===== src/rtl/writeback_stage.sv =====
// writeback_stage
//   Final pipeline stage. Takes completed results from the load/store stage
//   over a valid/ready handshake, extracts and extends load data, and drives
//   the register-file write port one cycle after acceptance. The registered
//   write port also serves as the decode-stage bypass source.
//
// Ports
//   clk_i                  clock
//   rst_ni                 asynchronous active-low reset
//   input_valid_i          upstream result valid
//   input_ready_o          stage can accept this cycle (~halt_i)
//   input_reg_write_i      result targets a register
//   input_reg_addr_i       destination register
//   input_reg_data_i       ALU result, or raw aligned memory word for loads
//   input_load_i           result is a load
//   input_load_size_i      00 byte, 01 half, 10 word, 11 illegal
//   input_load_unsigned_i  zero-extend instead of sign-extend
//   input_load_offset_i    byte offset of the access within the word
//   halt_i                 debug/stall request, blocks acceptance
//   reg_write_o            register-file write enable
//   reg_addr_o             register-file write address
//   reg_data_o             register-file write data
//   misaligned_o           one-cycle pulse on a faulting load
//   retired_count_o        number of non-faulting accepted results
module writeback_stage #(
  parameter int COUNT_WIDTH = 32
) (
  input  logic                   clk_i,
  input  logic                   rst_ni,
  input  logic                   input_valid_i,
  output logic                   input_ready_o,
  input  logic                   input_reg_write_i,
  input  logic [4:0]             input_reg_addr_i,
  input  logic [31:0]            input_reg_data_i,
  input  logic                   input_load_i,
  input  logic [1:0]             input_load_size_i,
  input  logic                   input_load_unsigned_i,
  input  logic [1:0]             input_load_offset_i,
  input  logic                   halt_i,
  output logic                   reg_write_o,
  output logic [4:0]             reg_addr_o,
  output logic [31:0]            reg_data_o,
  output logic                   misaligned_o,
  output logic [COUNT_WIDTH-1:0] retired_count_o
);

  localparam logic [1:0] SIZE_BYTE = 2'b00;
  localparam logic [1:0] SIZE_HALF = 2'b01;
  localparam logic [1:0] SIZE_WORD = 2'b10;

  logic        accept;
  logic        misaligned;
  logic        size_fault;
  logic [31:0] shifted;
  logic [31:0] extracted;

  // The stage never backpressures on its own; only a halt request stalls it.
  assign input_ready_o = ~halt_i;
  assign accept        = input_valid_i & input_ready_o;

  always_comb begin
    size_fault = 1'b0;
    case (input_load_size_i)
      SIZE_BYTE: size_fault = 1'b0;
      SIZE_HALF: size_fault = input_load_offset_i[0];
      SIZE_WORD: size_fault = (input_load_offset_i != 2'b00);
      default:   size_fault = 1'b1;
    endcase
  end

  // Only loads can fault; size/offset fields are ignored for ALU results.
  assign misaligned = input_load_i & size_fault;

  // Move the addressed byte lane down to bit 0 before extending.
  assign shifted = input_reg_data_i >> {input_load_offset_i, 3'b000};

  always_comb begin
    extracted = input_reg_data_i;
    if (input_load_i) begin
      case (input_load_size_i)
        SIZE_BYTE: extracted = {{24{shifted[7] & ~input_load_unsigned_i}}, shifted[7:0]};
        SIZE_HALF: extracted = {{16{shifted[15] & ~input_load_unsigned_i}}, shifted[15:0]};
        default:   extracted = shifted;
      endcase
    end
  end

  // Write port: enable and fault flag are single-cycle pulses, while address
  // and data hold between accepts so the bypass view stays stable.
  always_ff @(posedge clk_i or negedge rst_ni) begin
    if (!rst_ni) begin
      reg_write_o  <= 1'b0;
      reg_addr_o   <= '0;
      reg_data_o   <= '0;
      misaligned_o <= 1'b0;
    end else if (accept) begin
      reg_write_o  <= input_reg_write_i & (input_reg_addr_i != 5'd0) & ~misaligned;
      reg_addr_o   <= input_reg_addr_i;
      reg_data_o   <= extracted;
      misaligned_o <= misaligned;
    end else begin
      reg_write_o  <= 1'b0;
      misaligned_o <= 1'b0;
    end
  end

  // Writes to x0 still retire; only faulting loads are excluded.
  always_ff @(posedge clk_i or negedge rst_ni) begin
    if (!rst_ni) begin
      retired_count_o <= '0;
    end else if (accept && !misaligned) begin
      retired_count_o <= retired_count_o + 1'b1;
    end
  end

endmodule


===== config.mk =====
export PLATFORM = sky130hd
export DESIGN_NAME = writeback_stage
export DESIGN_NICKNAME = d
export VERILOG_FILES = /design/src/rtl/writeback_stage.sv
export SDC_FILE = /design/constraint.sdc
export NUM_CORES = 1
export LEC_CHECK = 0
export ABC_CLOCK_PERIOD_IN_PS = 1400
export CAP_MARGIN = 5
export CORE_MARGIN = 3
export CORE_UTILIZATION = 25
export CTS_BUF_LIST = sky130_fd_sc_hd__clkbuf_8 sky130_fd_sc_hd__clkbuf_16
export DETAILED_ROUTE_END_ITERATION = 6
export GPL_ROUTABILITY_DRIVEN = 0
export PLACE_DENSITY = 0.59
export SLEW_MARGIN = 20
export SYNTH_ARGS = -nofsm -noshare
export SYNTH_HDL_FRONTEND = slang
export SYNTH_SLANG_ARGS = --single-unit

===== constraint.sdc =====
create_clock -name clk_i -period 1.4 [get_ports clk_i]
set_input_delay 0.21 -clock clk_i [delete_from_list [all_inputs] [get_ports clk_i]]
set_output_delay 0.21 -clock clk_i [all_outputs]
set_load 0.005 [all_outputs]

==> flow_summary.ini, run 1 <==
[placement]
pre_cts_slack_ps = -789
dp.final_hpwl_um = 9490
portBuffers = 119

[setup_path]
arrival_ps = 1790
path_class = flop to flop
r2r_cells = 7
crit_required_ps = 1620
path_max_fanout = 5
crit_path_end_kind = flop
critPathLaunchType = flop

[power]
combPwrFrac_pct = 25.2
p_leak_nw = 3.12
finalPower_w = 0.00665
p_int_w = 0.00489
vdd_drop_max_mv = 0.526
swShare_pct = 26.5
p_per_area_nw_per_um2 = 1040
seqPwrFrac_pct = 36.4
switchingPower_w = 0.00176
clkPwrFrac_pct = 38.4

[sta]
fmax_mhz = 639
setup_tns_ps = -2170
rsz0062_at_grt = true
hold_viol = 0
tightest_slew_ps = 380
post-route-min-period_ps = 1570
timing.final.crit_share_pct = 112
final-setup-viol-count = 24
setup_slack_ps = -165
skew_ps = 6.15
slew_viol_final = 0
relSlewSlack_pct = 74.7

[layout]
areaGrowthSynthToFinish_pct = 72.9
fin_nets = 648
drive_gt1_share_pct = 32.3
final_cell_mix = buf_4 (97), dlygate4sd2_1 (72), nand2_1 (70), dfrtp_1 (69), clkdlybuf4s50_1 (37)
final_common_cell = buf_4

[outcome]
status = finished with violations
violations = setup timing

[floorplan]
chipWidth_um = 128
die_height_um = 128
dieArea_um2 = 16300
io_pins = 120
coreArea_um2 = 14200
row_count = 43
start_util_pct = 26.1

[hold_path]
min_delay_path_depth = 3
hold_class = primary input to flop

[logic_synthesis]
netlist_instances = 382
ys.flop_type = dfrtp_1
postSynth.asyncResetShare_pct = 100
yosysTopAreaCell = dfrtp_1
netlist.area_leader.share_pct = 47.9
syn-num-nets = 431
synth_edf_count = 0
syn_area_um2 = 3710
synthDistinctLibCells = 47
synth_seq_cells = 71
ys_top_cells_by_area = dfrtp_1 (48%), nand2_1 (7.7%), xnor2_1 (5.0%)
ys_warn_count = 0
avgSynthCellArea_um2 = 9.70
synth_seq_area_share_pct = 47.9

[grt]
grt-ovfl-total = 0
track_usage_pct = 15.5
grt_pass1_wl_um = 19900
grt_start_max_net_pins = 28
grt_pass1_vias = 3916
antenna_found_initial = 3

[clock_tree]
cts_tree = yes
root_buffer = clkbuf_16
clkTransAtPathRegs_ps = 60
h-tree-depth = 3
clock-sinks = 71
clock_path_buffers = 2
clk_latency_ps = 340
cts_buffers = 9

[detailed_routing]
post_drt_wl_per_cell_um = 16.1
viasPerCell = 4.72
drcViolationCount = 0
wl_um = 12700
first_pass_iters = 4
dr_total_vias = 3716
dr.first_iter.drc_count = 183
antenna_left = 0

[job]
drv_cap = 0
-- logic make-up (layout without fill, tap and decap cells) --
logic type | count (synthesis) | count (layout) | synth area share [%]
DFF | 71 | 71 | 47.9
other | 0 | 4 | 0
xor gates and xnor gates | 31 | 31 | 7.33
AOI/OAI and AO/OA | 80 | 80 | 14.5
muxes | 19 | 19 | 5.84
adders and majority gates | 1 | 1 | 0.338
and+or+nand+nor | 155 | 155 | 21.0
buffers and inverters | 25 | 247 | 3.11
-- layout make-up --
type / instances / area [um^2]
inverters: 4 / 15.0
multi-input cells: 286 / 2070
repair buffers: 227 / 1970
clock inverters: 5 / 80.1
clock buffers: 11 / 253
fillers: 1383 / 7800
flip-flops and latches: 71 / 1780
diodes: 4 / 10.0
well taps: 180 / 225
-- layer usage --
layer | track usage [%] | up-vias | share of wire [%]
met3 | 4.83 | 28 | 7.1
li1 | - | 1795 | -
met1 | 19.1 | 1767 | 42
met5 | 0 | - | 0.13
met2 | 25.5 | 122 | 48
met4 | 5.81 | 4 | 2.3
-- state kept, by name, indices dropped and copies added, names as in the netlist --
| register | count |
|---|---|
| reg_addr_o | 5 |
| reg_data_o | 32 |
| retired_count_o | 32 |
| reg_write_o | 1 |
| misaligned_o | 1 |
-- stage by stage --
| step | util, % | hold slack (ps) | std cells | instance area (um^2) |
|---|---|---|---|---|
| final | 45.1 | 265 | 788 | 6410 |
| after global routing | 45.1 | 283 | 785 | 6400 |
| after CTS | 44.0 | 333 | 776 | 6240 |
| after detailed placement | 40.2 | 149 | 740 | 5710 |
| after global placement | 40.2 | 146 | 740 | 5710 |
| after floorplan | - | -85.6 | 382 | 3770 |
-- Yosys cell counts (3+ instances only) --
library cell,count
xnor2_1,21
a22oi_1,7
buf_2,8
nand4_1,10
mux2_2,11
or3_1,9
nor2b_1,3
xor2_1,10
clkbuf_1,11
and3_1,4
a21oi_1,13
o2bb2ai_1,5
nor3_1,8
nand2_1,76
inv_1,4
o21ai_0,35
dfrtp_1,71
nand3_1,11
and4_1,3
mux2i_1,7
nor2_1,16
a221o_1,8
-- critical path: stages (launching register included) --
cell	delay, ps
dfrtp_1	350
buf_4	120
nand4_4	120
buf_4	170
nor3_4	210
buf_4	190
nand4_1	140
xnor2_1	150
-- final timing paths --
path                       slack, ps                               to                            start
hold reg to reg                  470        reg_addr_o[0]$_DFFE_PN0P_        reg_addr_o[0]$_DFFE_PN0P_
hold / removal                   260       reg_data_o[23]$_DFFE_PN0P_             input_reg_data_i[23]
min in group asynchronous        330       reg_data_o[27]$_DFFE_PN0P_                           rst_ni
max in group asynchronous        470        reg_addr_o[3]$_DFFE_PN0P_                           rst_ni
setup reg to reg                -170  retired_count_o[22]$_DFFE_PN0P_  retired_count_o[11]$_DFFE_PN0P_
setup / recovery                -170  retired_count_o[22]$_DFFE_PN0P_  retired_count_o[11]$_DFFE_PN0P_
-- power groups by stage --
stage | logic (W) | registers (W) | clock network (W)
after floorplan | 0.000490 | 0.00250 | 0
after global placement | 0.00162 | 0.00247 | 0
after detailed placement | 0.00165 | 0.00247 | 0
after CTS | 0.00162 | 0.00243 | 0.00261
after global routing | 0.00183 | 0.00245 | 0.00269
final | 0.00167 | 0.00242 | 0.00255
-- timing repair --
item,4_1_cts,5_1_grt
resized for setup,122,31
cloned,1,0
setup buffers,18,11
hold buffers,1,0
endpoints found under the hold margin,23,0
pin swaps,28,24
setup endpoints to repair,135,46
No activity file was read; power rests on OpenSTA's default activity.
==> run 2: changes to the inputs <==
ABC_AREA = 1   (was default)
PLACE_DENSITY = 0.57   (was 0.59)
==> flow_summary.ini, run 2 <==
[outcome]
status = complete, no violations

[setup_path]
path_class = flop to flop
path_depth = 10
critPathLaunchType = flop
reg2reg_to = retired_count_o[28]$_DFFE_PN0P_
path_max_fanout = 3
cp.buffers_inverters = 1
arrival_ps = 1600
crit_path_end_kind = flop
r2r_start = retired_count_o[6]$_DFFE_PN0P_
slowest_stage = dfrtp_1
crit_required_ps = 1630
cp_cell_sequence = buf_4 > nand2_2 > nor2_4 > nand2_2 > nor2_4 > nand2_1 > nand2_1 > nand2_1 > nand2_1 > nand2_1
reg2reg_slack_ps = 30
cp_common_cell = nand2_1
max_stage_delay_ps = 360
r2r_cells = 10
path_delay_family = simple AND/OR/NAND/NOR gates

[layout]
final_cell_mix = nand2_1 (268), buf_4 (115), dlygate4sd2_1 (68), dfrtp_1 (60), nand3_1 (55)
n_fill_cell = 1820
areaGrowthSynthToFinish_pct = 66.0
n_antenna_cell = 0
final_cells = 1164
fin_nets = 984
drive_gt1_share_pct = 28.4
final_common_cell = nand2_1
largestRegisters = reg_data_o (32), retired_count_o (32), reg_addr_o (5)

[logic_synthesis]
syn-num-nets = 754
synthTopCellsByCount = nand2_1 (308), nor2_1 (81), dfrtp_1 (71), nand3_1 (56), a21oi_1 (44)
netlist_instances = 705
postSynth.asyncResetShare_pct = 100
synthDistinctLibCells = 30
yosysTopAreaCell = dfrtp_1
ys.flop_type = dfrtp_1
ys_top_cells_by_area = dfrtp_1 (39%), nand2_1 (25%), nor2_1 (6.6%)
synth.most_common_cell = nand2_1
avgSynthCellArea_um2 = 6.51
synth_seq_cells = 71
syn_area_um2 = 4590
synth_seq_area_share_pct = 38.7
ys_warn_count = 0
synth_edf_count = 0
netlist.area_leader.share_pct = 38.7

[detailed_routing]
first_pass_iters = 4
viasPerCell = 4.50
dr_total_vias = 5235
antenna_left = 0
drcViolationCount = 0
dr.first_iter.drc_count = 267
post_drt_wl_per_cell_um = 14.4
wl_um = 16800

[clock_tree]
h-tree-depth = 3
clkTransAtPathRegs_ps = 60
clock-sinks = 71
root_buffer = clkbuf_16
clk_latency_ps = 340
clock_path_buffers = 2
cts_tree = yes
cts_buffers = 9

[sta]
hold_slack_ps = 309
setup_tns_ps = 0
slew_viol_final = 0
relSlewSlack_pct = 65.2
hold_viol = 0
post-route-min-period_ps = 1370
rsz0062_at_grt = true
fmax_mhz = 727
setup_slack_ps = 25.1
tightest_slew_ps = 517
final-setup-viol-count = 0
skew_ps = 6.71
timing.final.crit_share_pct = 98.2

[placement]
portBuffers = 119
dp.final_hpwl_um = 12100
dp_cells = 1104
pre_cts_slack_ps = -418

[power]
p_per_area_nw_per_um2 = 885
p_leak_nw = 3.93
vdd_drop_max_mv = 0.592

[floorplan]
dieArea_um2 = 20000
start_util_pct = 26.0
die_height_um = 141
coreArea_um2 = 17700
chipWidth_um = 141
row_count = 48
io_pins = 120

[grt]
track_usage_pct = 16.4
grt_pass1_vias = 4784
grt_pass1_wl_um = 25900
grt-ovfl-total = 0
grt_start_max_net_pins = 39
antenna_found_initial = 0

[job]
drv_cap = 0

[hold_path]
hold_class = primary input to asynchronous set/reset pin
## run 2: stage by stage
step / power (W) / utilization [%] / cell area [um^2]
2_1_floorplan: 0.00315 / - / 4590
3_3_place_gp: 0.00439 / 37.6 / 6640
3_5_place_dp: 0.00439 / 37.6 / 6640
4_1_cts: 0.00661 / 40.6 / 7160
5_1_grt: 0.00713 / 43.1 / 7610
6_report: 0.00674 / 43.1 / 7610
## run 2: layer usage
metal | wire, um | up-vias | GRT usage [%]
met2 | 7700 | 124 | 25.4
met1 | 8010 | 2414 | 23.0
met5 | 0 | - | 0
met4 | 255 | 0 | 4.65
met3 | 827 | 18 | 3.74
li1 | - | 2679 | -
## run 2: kinds of logic after synthesis
family                     count (synthesis)  synth area share, %
buffers and inverters                     83                 8.13
and+or+nand+nor                          458                 40.6
xor gates and xnor gates                  16                 3.05
DFF                                       71                 38.7
AOI/OAI and AO/OA                         76                 9.27
adders and majority gates                  1                0.273
## run 2: layout make-up
type                    count  area (um^2)  share of cell area, %
flip-flops and latches     71         1790                   23.5
clock inverters             4         23.8                  0.312
multi-input cells         552         2830                   37.2
clock buffers              11          253                   3.32
inverters                  52          205                   2.69
well taps                 225          282                   3.70
repair buffers            249         2230                   29.3
## run 2: timing repair
| action | CTS | global route |
|---|---|---|
| setup buffers | 33 | 9 |
| cloned | 0 | 2 |
| gates resized for setup | 101 | 112 |
| pin swaps | 2 | 38 |
| endpoints found under the hold margin | 17 | 0 |
| endpoints found under the setup margin | 100 | 56 |
| hold buffers | 1 | 0 |
## run 2: how the worst max path moves through the flow
stage                                         from                               to  slack, ps
detailed placement          input_load_offset_i[0]            reg_write_o$_DFF_PN0_       -420
finish              retired_count_o[6]$_DFFE_PN0P_  retired_count_o[28]$_DFFE_PN0P_         30
global route        retired_count_o[6]$_DFFE_PN0P_  retired_count_o[28]$_DFFE_PN0P_        -90
CTS                 retired_count_o[4]$_DFFE_PN0P_  retired_count_o[28]$_DFFE_PN0P_        -20
floorplan           retired_count_o[0]$_DFFE_PN0P_  retired_count_o[16]$_DFFE_PN0P_          2
global placement            input_load_offset_i[0]            reg_write_o$_DFF_PN0_       -430
## run 2: where the power goes
part / switching (W) / internal [W]
clock: 0.000921 / 0.00128
combinational: 0.00101 / 0.00107
sequential: 0.000168 / 0.00229
total: 0.00210 / 0.00464
==> run 3: changes to the inputs <==
MAX_ROUTING_LAYER = met4   (was default)
==> flow_summary.ini, run 3 (synthesis results as in run 2) <==
[outcome]
status = complete, no violations

[placement]
portBuffers = 119
dp.final_hpwl_um = 12100
dpl_cell_area_um2 = 6640
pre_cts_slack_ps = -418

[grt]
grt_pass1_vias = 4786
grt-ovfl-total = 0
grt_start_max_net_pins = 39
antenna_found_initial = 0
track_usage_pct = 16.9
grt_pass1_wl_um = 25900

[clock_tree]
cts_tree = yes
clock-sinks = 71
h-tree-depth = 3
clkTransAtPathRegs_ps = 60
root_buffer = clkbuf_16
clk_latency_ps = 340
cts_buffers = 9
clock_path_buffers = 2

[detailed_routing]
antenna_left = 0
first_pass_iters = 5
dr.first_iter.drc_count = 262
drcViolationCount = 0
post_drt_wl_per_cell_um = 14.4
wl_um = 16800
viasPerCell = 4.50
dr_total_vias = 5234

[floorplan]
coreArea_um2 = 17700
chipWidth_um = 141
start_util_pct = 26.0
dieArea_um2 = 20000
io_pins = 120
row_count = 48
die_height_um = 141

[setup_path]
arrival_ps = 1160
critPathLaunchType = primary input
r2r_cells = 10
crit_path_end_kind = output pin
reg2reg_slack_ps = 30
reg2reg_to = retired_count_o[28]$_DFFE_PN0P_
crit_required_ps = 1190
path_class = primary input to output pin
path_max_fanout = 2
r2r_start = retired_count_o[6]$_DFFE_PN0P_

[layout]
drive_gt1_share_pct = 28.4
design_area_um2 = 7620
final_cell_mix = nand2_1 (268), buf_4 (114), dlygate4sd2_1 (68), dfrtp_1 (60), nand3_1 (55)
largestRegisters = reg_data_o (32), retired_count_o (32), reg_addr_o (5)
n_antenna_cell = 0
final_common_cell = nand2_1
fin_nets = 984
fin_util_pct = 43.1
areaGrowthSynthToFinish_pct = 66.0

[sta]
final-setup-viol-count = 0
skew_ps = 6.79
setup_tns_ps = 0
slew_viol_final = 0
relSlewSlack_pct = 65.2
post-route-min-period_ps = 1370
timing.final.crit_share_pct = 98.2
hold_viol = 0
rsz0062_at_grt = true
setup_slack_ps = 25.2
hold_slack_ps = 309
fmax_mhz = 727
tightest_slew_ps = 517

[power]
p_leak_nw = 3.93
vdd_drop_max_mv = 0.594
p_per_area_nw_per_um2 = 885

[hold_path]
hold_class = primary input to asynchronous set/reset pin

[job]
drv_cap = 0
[run 3: cell type report]
type                       instances  area, um^2
fill                            1820       10000
multi-input combinational        552        2830
inverter                          52         205
sequential                        71        1790
clock inverter                     4        23.8
tap                              225         282
timing repair buffer             249        2240
clock buffer                      11         253
[run 3: layer usage]
layer	GRT usage [%]	vias up	share of wire (%)
li1	-	2683	-
met1	23.1	2400	48
met2	25.4	135	46
met3	3.51	16	5.0
met4	4.65	0	1.4
met5	-	-	0
[run 3: worst max-delay path by stage]
stage | startpoint | end | slack, ps
after floorplan | retired_count_o[0]$_DFFE_PN0P_ | retired_count_o[16]$_DFFE_PN0P_ | 2
after global placement | input_load_offset_i[0] | reg_write_o$_DFF_PN0_ | -430
after detailed placement | input_load_offset_i[0] | reg_write_o$_DFF_PN0_ | -420
after CTS | retired_count_o[4]$_DFFE_PN0P_ | retired_count_o[28]$_DFFE_PN0P_ | -20
after global routing | retired_count_o[6]$_DFFE_PN0P_ | retired_count_o[28]$_DFFE_PN0P_ | -90
final | halt_i | input_ready_o | 30
[run 3: timing repair]
item                                    in CTS  in global routing
gates cloned                                 0                  2
gates resized for setup                    101                113
endpoints found under the hold margin       17                  0
setup buffers                               33                  9
pin swaps                                    2                 38
endpoints found under the setup margin     100                 56
hold buffers                                 1                  0
[run 3: stage by stage]
step | cells | total power [W]
3_5_place_dp | 1104 | 0.00439
5_1_grt | 1164 | 0.00713
3_3_place_gp | 1104 | 0.00439
6_report | 1164 | 0.00674
4_1_cts | 1153 | 0.00661
2_1_floorplan | 705 | 0.00315
[run 3: power by group]
| group | internal, W | switching, W |
|---|---|---|
| Clock | 0.00128 | 0.000923 |
| Sequential | 0.00229 | 0.000167 |
| Combinational | 0.00107 | 0.00101 |
| Total | 0.00464 | 0.00210 |
[run 3: worst max-delay path, cell delays in order]
cell and delay, ps:
clkdlybuf4s50_1 410, inv_2 60, clkdlybuf4s50_1 490
==> patch (config.mk and constraints of run 1) <==
Register the output `retired_count_o` once more, with the module's reset; this adds one clock of latency there. The other outputs are not delayed to match.
--- a/src/rtl/writeback_stage.sv
+++ b/src/rtl/writeback_stage.sv
@@ -49,2 +49,4 @@
   localparam logic [1:0] SIZE_WORD = 2'b10;
+
+  logic [COUNT_WIDTH-1:0] retired_count_s0;
 
@@ -109,5 +111,13 @@
     if (!rst_ni) begin
+      retired_count_s0 <= '0;
+    end else if (accept && !misaligned) begin
+      retired_count_s0 <= retired_count_s0 + 1'b1;
+    end
+  end
+
+  always_ff @(posedge clk_i or negedge rst_ni) begin
+    if (!rst_ni) begin
       retired_count_o <= '0;
-    end else if (accept && !misaligned) begin
-      retired_count_o <= retired_count_o + 1'b1;
+    end else begin
+      retired_count_o <= retired_count_s0;
     end
Formal check against the unedited RTL: not equivalent (a bounded check fails within 4 cycles, from zero or initial values and one cycle with rst_ni low).
==> patch against run 1 <==
The run still ends with negative setup slack left; wire length up 3.4%; count of clock-buffer cells in the layout shrank 2; setup slack worse by 380 ps; clock skew up 7.0 ps; sequential cell count rose by 32; area after synthesis grew 19%; fmax is 19% lower; critical path depth is 2 lower; power rose by 18%; cell area increased by 11%; critical path type unchanged.
==> patch: results (changes against run 1) <==
The total of endpoints with negative setup slack in the final report is 25 (+4.2%). The worst flop-to-flop path startpoint is retired_count_s0[5]$_DFFE_PN0P_. The cell area reported after detailed placement came out at 6570 um^2 (+15%).

The total routing resource utilization after global routing is 13.6% (-1.9 points). The wire length per cell after detailed routing is 15.6 um (-3.1%). The met1 track utilization from global routing is 18.2% (-0.89 points). The wire length on met3 is 551 um (-39%). The part of the total power dissipated in sequential elements is 43.7% (+7.3 points).

The endpoint of the worst hold-timing path is misaligned_o$_DFF_PN0_. The final net count came out at 665 (+2.6%). The final reports fail on negative setup slack. Ranked by instance count, the synthesized netlist is headed by 103 x dfrtp_1, 62 x nand2_1, 38 x o21ai_0, 22 x xnor2_1, 19 x a21oi_1. The global-route met3 utilization is 3.21% (-1.6 points). The headroom to the max-slew limit came out at 72.5% (-2.2 points). The number of antenna violations at the first check in global routing came out at 0 (-3).

The static power due to leakage came to 3.39 nW (+8.4%). The pre-CTS setup slack came out at -757 ps (+31.9 ps). The top fanout value on the critical path came out at 2 (-3). The largest net degree at the start of global routing came out at 70 (+150%). The count of filler cells inserted in the layout came out at 1617 (+17%). The run finished, with violations left.

The cell count after placement is 807 (+9.1%). The end-of-flow core utilization is 42.0% (-3.1 points). The layout cell share with drive strength beyond 1 is 27.9% (-4.4 points). The sequential share of the synthesized area came to 58.3% (+10 points). The global-route wire length before repair is 20.9 mm (+5.2%). The post-layout worst setup margin is -544 ps (-379 ps). The count of mapped cells out of synthesis came out at 399 (+4.5%). The worst min-delay path startpoint is input_load_offset_i[1].

The number of design-rule violations left by the first detailed-router iteration came out at 198 (+8.2%). The combinational share of power is 21.4% (-3.8 points). The top layer reached by signal wires is met4.

The antenna diode count came to 0 (-4). The number of cells traversed by the worst register-to-register path was 5 (-2). The detailed placement HPWL came out at 9.61 mm (+1.3%).

The total negative slack came out at -6770 ps (-4600 ps). The number of setup buffers added after CTS came out at 13 (-5). The last element of the critical path is retired_count_s0[19]$_DFFE_PN0P_.

Yosys attributes the largest share of cell area to dfrtp_1 58%, nand2_1 5.3%, xnor2_1 4.4%. The clock latency at the later pin of the worst-skew pair came out at 360 ps (+20 ps). The data arrival time of the critical path is 2190 ps (+400 ps). The detailed-routed wire length on met2 came out at 6.33 mm (+3.0%).
==> patch: changes by cell type after synthesis, moves of 3 or more <==
cell,before,now
or3_1,9,17
buf_1,0,3
and4_1,3,0
nor3_1,8,4
nand2_1,76,62
buf_2,8,1
a22oi_1,7,0
a21oi_1,13,19
o21ai_0,35,38
dfrtp_1,71,103
==> patch: cell type report <==
type / count / share of cell area, %
repair buffers: 223 / 27.6
clock inverters: 7 / 1.39
clock buffers: 9 / 3.17
multi-input cells: 275 / 27.5
inverters: 4 / 0.211
well taps: 220 / 3.87
flip-flops and latches: 103 / 36.2
==> patch: cells by family (layout without fill, tap and decap cells) <==
group / count (synthesis) / in the layout / synth area share (%)
xor+xnor: 31 / 31 / 6.31
compound gates: 78 / 78 / 10.8
flops: 103 / 103 / 58.3
mux: 20 / 20 / 5.09
fa+ha+maj: 1 / 1 / 0.283
simple gates: 145 / 145 / 17.4
buf+inv: 21 / 243 / 1.81
